===== src/rtl/uart_fifo_bridge.sv =====
// ----------------------------------------------------------------------------
// uart_fifo_bridge
//
// Purpose: decouples a CSR-style register interface from a UART datapath
// with two independent byte FIFOs.
//   TX path: CSR writes (tx_wr_i/tx_data_i) -> TX FIFO -> AXI-Stream master
//            (m_axis_*) toward the UART transmitter.
//   RX path: AXI-Stream slave (s_axis_*) from the UART receiver -> RX FIFO
//            -> CSR reads (rx_rd_i/rx_data_o).
//
// Ports:
//   clk_i, rst_i         clock, synchronous active-high reset
//   tx_wr_i, tx_data_i   TX byte write strobe and byte
//   tx_full_o            TX FIFO holds DEPTH entries
//   tx_level_o           TX FIFO occupancy
//   rx_rd_i              RX byte read strobe (pops the head)
//   rx_data_o            RX FIFO head byte
//   rx_not_empty_o       RX FIFO holds at least one byte
//   rx_level_o           RX FIFO occupancy
//   m_axis_tdata_o/tvalid_o/tready_i   TX stream to the UART transmitter
//   s_axis_tdata_i/tvalid_i/tready_o   RX stream from the UART receiver
//
// Each FIFO is a DEPTH-entry array with read/write pointers that wrap
// modulo DEPTH (DEPTH is a power of two, so the wrap is the natural
// overflow of the pointer) and an LW-bit occupancy count. Status outputs
// are derived from the registered counts only, so there is never a
// combinational path from a push input to an output.
// ----------------------------------------------------------------------------
module uart_fifo_bridge #(
    parameter int DEPTH = 16,
    parameter int LW    = $clog2(DEPTH) + 1
) (
    input  logic          clk_i,
    input  logic          rst_i,

    input  logic          tx_wr_i,
    input  logic [7:0]    tx_data_i,
    output logic          tx_full_o,
    output logic [LW-1:0] tx_level_o,

    input  logic          rx_rd_i,
    output logic [7:0]    rx_data_o,
    output logic          rx_not_empty_o,
    output logic [LW-1:0] rx_level_o,

    output logic [7:0]    m_axis_tdata_o,
    output logic          m_axis_tvalid_o,
    input  logic          m_axis_tready_i,

    input  logic [7:0]    s_axis_tdata_i,
    input  logic          s_axis_tvalid_i,
    output logic          s_axis_tready_o
);

    localparam int PW = (DEPTH > 1) ? $clog2(DEPTH) : 1;

    // ------------------------------------------------------------------
    // TX FIFO
    // ------------------------------------------------------------------
    logic [7:0]    tx_mem [DEPTH];
    logic [PW-1:0] tx_rd_ptr_reg, tx_wr_ptr_reg;
    logic [LW-1:0] tx_count_reg,  tx_count_next;
    logic          tx_push, tx_pop;

    assign tx_full_o       = (tx_count_reg == LW'(DEPTH));
    assign tx_level_o      = tx_count_reg;
    assign m_axis_tvalid_o = (tx_count_reg != '0);
    assign m_axis_tdata_o  = tx_mem[tx_rd_ptr_reg];

    // A write while full is dropped even if a pop frees a slot in the same
    // cycle: fullness is judged on the registered count only.
    assign tx_push = tx_wr_i && !tx_full_o && !rst_i;
    assign tx_pop  = m_axis_tvalid_o && m_axis_tready_i;

    always_comb begin
        tx_count_next = tx_count_reg;
        case ({tx_push, tx_pop})
            2'b10:   tx_count_next = tx_count_reg + LW'(1);
            2'b01:   tx_count_next = tx_count_reg - LW'(1);
            default: tx_count_next = tx_count_reg;
        endcase
    end

    always_ff @(posedge clk_i) begin
        if (rst_i) begin
            tx_rd_ptr_reg <= '0;
            tx_wr_ptr_reg <= '0;
            tx_count_reg  <= '0;
        end else begin
            if (tx_push) tx_wr_ptr_reg <= tx_wr_ptr_reg + PW'(1);
            if (tx_pop)  tx_rd_ptr_reg <= tx_rd_ptr_reg + PW'(1);
            tx_count_reg <= tx_count_next;
        end
    end

    // Storage is never reset; stale bytes are unreachable once count is 0.
    always_ff @(posedge clk_i) begin
        if (tx_push) tx_mem[tx_wr_ptr_reg] <= tx_data_i;
    end

    // ------------------------------------------------------------------
    // RX FIFO
    // ------------------------------------------------------------------
    logic [7:0]    rx_mem [DEPTH];
    logic [PW-1:0] rx_rd_ptr_reg, rx_wr_ptr_reg;
    logic [LW-1:0] rx_count_reg,  rx_count_next;
    logic          rx_push, rx_pop;

    assign s_axis_tready_o = (rx_count_reg != LW'(DEPTH));
    assign rx_not_empty_o  = (rx_count_reg != '0);
    assign rx_level_o      = rx_count_reg;
    assign rx_data_o       = rx_mem[rx_rd_ptr_reg];

    // The receiver holds its byte while tready is low, so nothing is lost.
    assign rx_push = s_axis_tvalid_i && s_axis_tready_o && !rst_i;
    assign rx_pop  = rx_rd_i && rx_not_empty_o;

    always_comb begin
        rx_count_next = rx_count_reg;
        case ({rx_push, rx_pop})
            2'b10:   rx_count_next = rx_count_reg + LW'(1);
            2'b01:   rx_count_next = rx_count_reg - LW'(1);
            default: rx_count_next = rx_count_reg;
        endcase
    end

    always_ff @(posedge clk_i) begin
        if (rst_i) begin
            rx_rd_ptr_reg <= '0;
            rx_wr_ptr_reg <= '0;
            rx_count_reg  <= '0;
        end else begin
            if (rx_push) rx_wr_ptr_reg <= rx_wr_ptr_reg + PW'(1);
            if (rx_pop)  rx_rd_ptr_reg <= rx_rd_ptr_reg + PW'(1);
            rx_count_reg <= rx_count_next;
        end
    end

    always_ff @(posedge clk_i) begin
        if (rx_push) rx_mem[rx_wr_ptr_reg] <= s_axis_tdata_i;
    end

endmodule

===== config.mk =====
export PLATFORM = sky130hd
export DESIGN_NAME = uart_fifo_bridge
export DESIGN_NICKNAME = d
export VERILOG_FILES = /design/src/rtl/uart_fifo_bridge.sv
export SDC_FILE = /design/constraint.sdc
export NUM_CORES = 1
export LEC_CHECK = 0
export BUFFER_PORTS_ARGS = -buffer_cell sky130_fd_sc_hd__buf_2
export CORE_MARGIN = 2
export CORE_UTILIZATION = 50
export DETAILED_ROUTE_END_ITERATION = 12
export GPL_TIMING_DRIVEN = 0
export PLACE_DENSITY = 0.75
export SYNTH_ARGS = -nofsm -noshare
export SYNTH_HDL_FRONTEND = slang
export SYNTH_SLANG_ARGS = --single-unit

===== constraint.sdc =====
create_clock -name clk_i -period 3.2 [get_ports clk_i]
set_input_delay 0.48 -clock clk_i [delete_from_list [all_inputs] [get_ports clk_i]]
set_output_delay 0.48 -clock clk_i [all_outputs]
set_load 0.01 [all_outputs]

==> out/results.ini <==
[detailed_routing]
wl_per_cell_um=21.84
viasPerCell=5.739
antenna_left=0
drc=0
drtIter0Drc=484
drt_pass1_iterations=5
wirelength_um=23310
via_count=6123

[timing]
hold_viol=0
slew_viol_final=0
slew_headroom_pct=52.72
finalSetupViolations=0
finClkSkew_ns=0.01775
tns_ns=0
fin_crit_ns=3.048
setup_slack_ns=0.1520
rsz0062_at_grt=no
fmax_ghz=0.3281
tightestPinTransition_ns=0.7092
post-route-period-util_pct=95.25

[clocking]
clockBufferDepth=3
cts_tree=done
numCtsBuffers=30
root_buffer=clkbuf_16
clk_latency_ns=0.56
clkSinkCount=290
clk_pin_slew_ns=0.06
cts_htree_levels=1

[setup_path]
r2r_cells=12
arrival_ns=3.49
max_stage_delay_ns=0.56
cp.required_ns=3.64
r2r_slack_ns=0.15
critPathCapture=tx_level_o[4]
cp-start-kind=register
path_cells=buf_6 > or4_4 > o21ai_4 > inv_1 > ha_1 > buf_6 > xor2_1 > ha_1 > o21ai_0 > o22ai_1 > a221o_1 > or3_1
critPathCaptureType=register
r2r-start=tx_level_o[1]
crit_family=simple AND/OR/NAND/NOR gates
worst-path-stages=12
rr_endpoint=tx_level_o[4]
cp-startpoint=tx_level_o[1]
worstPathMaxFanout=9
cpMaxStageDelayCell=or4_4
path_class=register to register
cp_num_buf_inv=3

[die]
dieArea_mm2=0.02471
core_area_mm2=0.02326
dieWidth_um=157.2
num_io_pins=52
initial_core_util_pct=50.44
die_h_um=157.2
row_count=56

[synthesis]
ys_seq_area_share_pct=71.32
synth-seq-cells=290
synth_nets=679
synthFlopType=edfxtp_1
synth_top_area_cell=edfxtp_1
synth_edf_count=256
synth_cell_types=54
syn_area_mm2=0.01173
netlist_top_cells_area=edfxtp_1 66%, mux4_2 12%, dfxtp_1 5.8%
async_reset_ff_share_pct=0
ys_warn_count=0
synth_cells=639
syn_avg_cell_area_um2=18.36
synth_top_area_share_pct=65.52

[global_routing]
grt_overflow=0
grt_pass1_wl_um=35900
grt_pass1_vias=6257
track_usage_pct=19.43
antenna_found_initial=0
grt_max_degree=17

[cells_and_area]
seq_area_mm2=0.008368
num_antenna_cells=0
drive_gt1_share_pct=25.27
finalNonFillerCells=1067
multi_input_area_mm2=0.003162
largestRegisters=rx_mem: 128 flops, tx_mem: 128 flops
nNetsFinal=764
synthToLayoutAreaGrowth_pct=14.35
fillers=1768
stdcell_area_mm2=0.01342
fin_util_pct=57.68

[place]
place_inst=1009
place_ws_ns=0.07543
io_buffers=51
dp_hpwl_um=15280
postPlaceCellArea_mm2=0.01239
gp_congestion=0.8256

[power_and_ir_drop]
powerDensity_mw_per_mm2=770.5
swShare_pct=27.43
pwr-share-seq_pct=42.8
comb_power_share_pct=23.5
p_sw_uw=2836
p_leak_uw=0.004540
internal-power_uw=7502
pwr-share-clk_pct=33.7
vdd_ir_drop_max_uv=547.8

[flow_run]
max_cap_viol_count=0

[status]
status=finished clean

[hold_path]
hp-class=input pin to register

cells by family (layout without fill, tap and decap cells):
kind of cell | after synthesis | count (layout) | share of synthesized area [%]
adder cells (fa/ha/maj) | 18 | 18 | 1.919
AO/OA/AOI/OAI | 62 | 62 | 4.148
XOR/XNOR | 14 | 14 | 1.045
multiplexers | 72 | 72 | 12.99
buffers and inverters | 42 | 151 | 1.770
AND/OR/NAND/NOR | 141 | 141 | 6.814
flip-flops | 290 | 290 | 71.32
layer usage:
layer | vias to the layer above | GRT usage, % | wire [um] | share of wire (%)
met3 | 40 | 3.331 | 1388 | 6.0
li1 | 2738 | - | - | -
met2 | 225 | 32.27 | 11610 | 50
met4 | 0 | 5.541 | 520 | 2.2
met1 | 3120 | 26.75 | 9785 | 42
met5 | - | 0 | 0 | 0
Yosys cell counts, types with 2 or more instances:
cell type / n
edfxtp_1: 256
mux4_2: 64
and2_1: 34
dfxtp_1: 34
a22oi_1: 32
nand2_1: 28
nor2_1: 26
ha_1: 18
clkbuf_1: 11
inv_1: 10
xor2_1: 9
buf_1: 8
and3_1: 7
nor2b_1: 7
mux2i_1: 6
nand3_1: 5
xnor2_1: 5
and3b_1: 4
buf_2: 4
buf_4: 4
buf_6: 4
nand2b_1: 4
nand4_1: 4
o211ai_1: 4
o21a_1: 4
o21ai_0: 4
nand4b_1: 3
nor4_1: 3
or3_1: 3
a21oi_1: 2
a221o_1: 2
mux2_2: 2
nand3b_1: 2
nor3_1: 2
nor3b_1: 2
o21ai_4: 2
o221ai_1: 2
or4_4: 2
stage by stage:
stage               power, uW  hold slack, ns
floorplan                6216          0.5068
global placement         6818          0.5432
finish                  10340          0.2980
CTS                     10370          0.2866
global route            10760          0.3182
detailed placement       6900          0.5572
worst register-to-register path: cells and delay by family, from the launching register on:
family	cells	cell delay, ns
flip-flops	1	0.32
XOR/XNOR	1	0.14
AND/OR/NAND/NOR	2	0.86
buffers and inverters	3	0.35
adder cells (fa/ha/maj)	2	0.42
AO/OA/AOI/OAI	4	0.85
cell usage in the layout (no fill, tap or decap), types with 8 or more instances in the layout:
cell type	count
dfxtp_1	34
mux4_2	64
buf_2	55
xor2_1	9
edfxtp_1	256
clkbuf_16	32
buf_1	8
clkbuf_1	16
a22oi_1	32
nand2_1	28
ha_1	18
inv_1	10
and2_1	34
nor2_1	26
power groups by stage:
stage / Clock (uW) / Combinational [uW] / Sequential (uW)
floorplan: 0 / 1730 / 4490
global placement: 0 / 2330 / 4490
detailed placement: 0 / 2400 / 4500
CTS: 3530 / 2420 / 4420
global route: 3670 / 2650 / 4440
finish: 3490 / 2430 / 4420
worst min-delay path by stage:
| stage | from | end | cells after the start |
|---|---|---|---|
| 3_3_place_gp | tx_rd_ptr_reg[0] | tx_rd_ptr_reg[0] | 2 |
| 6_report | tx_wr_i | tx_wr_ptr_reg[3] | 4 |
| 4_1_cts | tx_wr_i | tx_wr_ptr_reg[3] | 4 |
| 5_1_grt | tx_data_i[6] | tx_mem[8][6] | 1 |
| 2_1_floorplan | rx_rd_ptr_reg[2] | register | 2 |
| 3_5_place_dp | tx_rd_ptr_reg[1] | tx_rd_ptr_reg[1] | 2 |
area by class of cell:
cell class	instances	share of cell area [%]
clock buffers	43	6.593
repair buffers	53	2.014
inverters	11	0.3077
plain buffers	31	1.240
well taps	319	2.975
flip-flops and latches	290	62.36
multi-input cells	307	23.56
clock inverters	13	0.9418
repair_timing:
action | CTS | global route
endpoints found under the setup margin | 0 | 1
gates resized for setup | 0 | 1
hold buffers | 0 | 0
setup buffers | 0 | 2
Power figures use the tool's default switching activity.
